[src/rtl/bsh_arb_2.sv]
// Two-port round-robin front end for a shared 32-bit barrel rotator.
// Handles request/response handshakes, op decode with masking, and one registered result slot.
module bsh_arb_2 #(
    parameter bit          RR_INIT = 1'b0,
    parameter int unsigned SH_W    = 5
) (
    input  logic            clk,
    input  logic            rst_n,
    input  logic            req0_valid,
    output logic            req0_ready,
    input  logic [31:0]     req0_data,
    input  logic            req0_dir,
    input  logic [SH_W-1:0] req0_sh,
    input  logic [1:0]      req0_op,
    input  logic            req1_valid,
    output logic            req1_ready,
    input  logic [31:0]     req1_data,
    input  logic            req1_dir,
    input  logic [SH_W-1:0] req1_sh,
    input  logic [1:0]      req1_op,
    output logic            rsp0_valid,
    input  logic            rsp0_ready,
    output logic [31:0]     rsp0_data,
    output logic            rsp1_valid,
    input  logic            rsp1_ready,
    output logic [31:0]     rsp1_data,
    output logic            busy,
    output logic            prio
);

    // Handshake rule: a transfer happens on any rising edge where valid & ready
    // are both high; ready never looks at its own port's valid.
    typedef enum logic {
        S_EMPTY = 1'b0,
        S_FULL  = 1'b1
    } slot_state_e;

    slot_state_e state_q, state_d;
    logic        res_owner_q, res_owner_d;
    logic [31:0] res_data_q, res_data_d;
    logic        prio_q, prio_d;

    logic            res_valid;
    logic            owner_ready;
    logic            can_accept;
    logic            hs0, hs1, hs;
    logic [31:0]     sel_data;
    logic            sel_dir;
    logic [SH_W-1:0] sel_sh;
    logic [1:0]      sel_op;
    logic [SH_W-1:0] rot_amt;
    logic [63:0]     rot_wide;
    logic [31:0]     rot;
    logic [31:0]     mask_l;
    logic [31:0]     mask_r;
    logic [31:0]     result;

    assign res_valid   = (state_q == S_FULL);
    assign owner_ready = res_owner_q ? rsp1_ready : rsp0_ready;
    assign can_accept  = !res_valid || owner_ready;

    assign req0_ready = can_accept && (!prio_q || !req1_valid);
    assign req1_ready = can_accept && (prio_q || !req0_valid);
    assign hs0 = req0_valid && req0_ready;
    assign hs1 = req1_valid && req1_ready;
    assign hs  = hs0 || hs1;

    always_comb begin
        sel_data = hs1 ? req1_data : req0_data;
        sel_dir  = hs1 ? req1_dir  : req0_dir;
        sel_sh   = hs1 ? req1_sh   : req0_sh;
        sel_op   = hs1 ? req1_op   : req0_op;
        // A right rotate is a left rotate by the negated amount, which wraps to 0 for sh=0.
        rot_amt  = sel_dir ? (~sel_sh + SH_W'(1)) : sel_sh;
        rot_wide = {sel_data, sel_data} << rot_amt;
        rot      = rot_wide[63:32];
        mask_l   = 32'hFFFF_FFFF << sel_sh;
        mask_r   = 32'hFFFF_FFFF >> sel_sh;
        result   = rot;
        case (sel_op)
            2'b01:   result = sel_dir ? (rot & mask_r) : (rot & mask_l);
            2'b10:   result = sel_dir ? ((rot & mask_r) | (sel_data[31] ? ~mask_r : 32'h0))
                                      : (rot & mask_l);
            default: result = rot;
        endcase
    end

    always_comb begin
        state_d     = state_q;
        res_owner_d = res_owner_q;
        res_data_d  = res_data_q;
        prio_d      = prio_q;
        case (state_q)
            S_EMPTY: if (hs) state_d = S_FULL;
            S_FULL: begin
                if (hs)               state_d = S_FULL;
                else if (owner_ready) state_d = S_EMPTY;
            end
            default: state_d = S_EMPTY;
        endcase
        if (hs) begin
            res_owner_d = hs1;
            res_data_d  = result;
            prio_d      = hs0;
        end
    end

    always_ff @(posedge clk or negedge rst_n) begin
        if (!rst_n) begin
            state_q     <= S_EMPTY;
            res_owner_q <= 1'b0;
            res_data_q  <= 32'h0;
            prio_q      <= RR_INIT;
        end else begin
            state_q     <= state_d;
            res_owner_q <= res_owner_d;
            res_data_q  <= res_data_d;
            prio_q      <= prio_d;
        end
    end

    assign rsp0_valid = res_valid && !res_owner_q;
    assign rsp1_valid = res_valid && res_owner_q;
    assign rsp0_data  = res_data_q;
    assign rsp1_data  = res_data_q;
    assign busy       = res_valid;
    assign prio       = prio_q;

endmodule

[config.mk]
export PLATFORM = sky130hd
export DESIGN_NAME = bsh_arb_2
export DESIGN_NICKNAME = d
export VERILOG_FILES = /design/src/rtl/bsh_arb_2.sv
export SDC_FILE = /design/constraint.sdc
export NUM_CORES = 1
export LEC_CHECK = 0
export BUFFER_PORTS_ARGS = -buffer_cell sky130_fd_sc_hd__buf_4
export CELL_PAD_IN_SITES_DETAIL_PLACEMENT = 2
export CELL_PAD_IN_SITES_GLOBAL_PLACEMENT = 2
export CORE_MARGIN = 2
export CORE_UTILIZATION = 30
export DETAILED_ROUTE_END_ITERATION = 10
export PLACE_DENSITY_LB_ADDON = 0.3
export SLEW_MARGIN = 20
export SYNTH_ARGS = -nofsm -noshare
export SYNTH_HDL_FRONTEND = slang
export SYNTH_SLANG_ARGS = --single-unit
[constraint.sdc]
create_clock -name clk -period 6.8 [get_ports clk]
set_clock_uncertainty 0.2 [all_clocks]
set_input_delay 2.04 -clock clk [delete_from_list [all_inputs] [get_ports clk]]
set_output_delay 2.04 -clock clk [all_outputs]
set_load 0.02 [all_outputs]
==> impl_results.md <==
- Status: completed
- Distinct cells, synth: 55
- Worst setup EP type: flop
- Required @ worst endpoint: 6.77 ns
- Core Region: 20,200 sq um
- Synth Area per Inst: 8.88 sq um
- Post-synth EDFFs: 0
- Max Cap Viol: 0
- Port bufs: 155
- Rel. slew slack: 0.375
- Unrepaired setup endpoints after global routing: no
- Commonest non-fill, non-tap cell in the layout: buf_4
- Fin nets: 876
- Commonest non-fill, non-tap cells in the layout: buf_4, mux2i_1, nand2_1, mux4_2, a21oi_1
- Via Count: 6,507
- Routed WL: 29,500 um
- Post-route ant nets: 0
- Layout cells sized above 1: 0.376
- Root Driver: clkbuf_16
- Fin crit period: 6.18 ns
- Post-synth top area cell: mux4_2
- Largest cells by area after synthesis: mux4_2, dfrtp_1, mux2i_1
- Io pins: 156
- Post-synthesis sequential area ratio: 0.143
- CTS Buffer Depth: 2
- Fraction of registers with async set/reset: 1.00
- Global-route usage over all layers: 0.271
- Hold buffer count at CTS: 0
- Pwr/cell area: 426 nW/um^2
- Area of all placed cells without fillers: 7520 sq um
- Leakage power total: 3.21 nW
- DRC Markers: 0
- Worst skew pair latency: 0.29 ns
- Die area: 21,600 sq um
- Vias per inst: 6.17
- CTS tree: done
- GPL Wtd Cong: 0.888
- TNS Setup: 0 ns
- Layout area overhead: 22.6%
- Synth Flop Type: dfrtp_1
- Total grt overflow: 0
- Post-synth top area share: 0.213
- Yosys warns: 0
- CTS sink count: 35
- Placed Area: 7350 sq um
- Starting density of the core: 0.304
- Worst hold path class: flop to flop
- # diodes: 0
- Nature of the critical path startpoint: input pin
- Post-CTS Setup Inserts: 0
- Critical setup path kind: input pin to flop
- Slew @ Worst Pin: 0.937 ns
- Syn Nets: 783
- Final hold violation count: 0
- Peak Freq: 0.162 GHz
- Worst Path Max Fanout: 37
- Post-synthesis cell count: 691
- Number of synthesized register bits: 35
- Crit share post-route: 0.909
- Row cnt: 52
- DP HPWL: 23,700 um
- Worst vdd ir: 0.120 mV
- Height of the die: 147 um
- Antenna violations before repair: 0
- Iter 0 DRT Violations: 451
- Clk slew on worst S/H paths: 0.06 ns
- Vias in the first global route: 7,009
- Setup violators final: 0
- Final Instance Count excl. Fillers: 1,055
- Max-slew violations: 0
- Post-cts resize count: 0
- First-pass GRT wire length: 44,800 um
- Cts bufs inserted: 5
- CTS HTree Levels: 2
- Synth Cell Area: 6140 sq um
- Wire per inst: 28.0 um
- First-pass DRT Iterations: 4
- Die width: 147 um
- Largest net degree at the start of global routing: 49
- Worst Path Arrival: 6.15 ns
- Placed Cells: 1,047
## cell type report
class                           count  area (sq um)
Fill cell                        2266         12600
Tap cell                          270           338
Multi-Input combinational cell    558          4770
Inverter                            8          30.0
Timing Repair Buffer              176          1330
Clock inverter                      2          35.0
Sequential cell                    35           876
Clock buffer                        6           139
## critical path: stages
cell and delay, ns:
buf_4 0.11, mux2_4 0.30, o211ai_4 0.44, nand2_1 0.11, nand2_1 0.12, inv_1 0.05
ha_1 0.23, inv_1 0.07, ha_1 0.29, mux2i_4 0.19, buf_12 0.24, mux2i_1 0.25
mux2i_1 0.18, mux2_2 0.33, o21ai_0 0.36, mux2i_1 0.16, mux2_2 0.31, a221o_1 0.33
## through the flow
step                hold WS, ns  utilization  setup slack, ns  power, mW
finish                    0.345        0.373            0.621       3.21
CTS                       0.352        0.373            0.669       3.22
global route              0.368        0.373            0.409       3.40
detailed placement        0.337        0.364            0.374       2.92
global placement          0.314        0.364            0.390       2.84
floorplan                 0.387            -            0.190       2.06
## cells by family (layout without fill, tap and decap cells)
family	after synthesis	in the layout	share of synthesized area
muxes	173	173	0.409
AOI/OAI and AO/OA	194	194	0.208
DFF	35	35	0.143
and+or+nand+nor	181	181	0.131
adders and majority gates	6	6	0.0122
xor gates and xnor gates	4	4	0.00999
buffers and inverters	98	192	0.0871
## cells in the mapped netlist, drive strengths merged, types with 2 or more instances
library cell  instances
ha                    6
nor2                 42
nor3                 21
nor2b                 3
a31oi                 2
and3                  6
nand2                72
o32a                  4
clkbuf               33
xnor2                 4
a22o                  2
mux2                 31
o221ai                3
nand3                24
nand4                 2
o311a                 2
a221o                 9
dfrtp                35
a221oi                4
buf                  57
a211oi                8
inv                   8
o31ai                12
o211ai                4
a21o                  4
a21oi                56
o22ai                19
and2                  3
nor4                  2
a22oi                 5
mux4                 58
o21ai                47
a31o                  3
nand2b                2
o311ai                3
mux2i                84
o21a                  2
## registers in the layout, indices dropped and copies added (netlist names)
| register | cells |
|---|---|
| prio | 1 |
| busy | 1 |
| res_owner_q | 1 |
| rsp0_data | 32 |
## power by group
group	leakage, nW	switching [mW]	internal [mW]
Sequential	0.429	0.105	0.310
Clock	0.0868	0.101	0.183
Combinational	2.70	1.52	0.992
Total	3.21	1.72	1.48
## path summary, 6_finish.rpt
path                       slack [ns]  depth (start not counted)            end           from
setup / recovery                 0.62                         18   rsp0_data[6]     rsp0_ready
hold / removal                   0.34                          1  rsp0_data[28]  rsp0_data[28]
setup reg to reg                 1.97                         17   rsp0_data[6]    res_owner_q
hold reg to reg                  0.34                          1  rsp0_data[28]  rsp0_data[28]
max in group asynchronous        4.50                          1  rsp0_data[30]          rst_n
min in group asynchronous        1.53                          1   rsp0_data[5]          rst_n
## routing by layer
metal  up-vias  global-route usage  routed length [um]
li1       2839                   -                   -
met1      3346               0.334               12000
met2       254               0.474               14800
met3        68              0.0264                1120
met4         0               0.132                1610
met5         -                   0                   0
(Power assumes the default switching activity.)
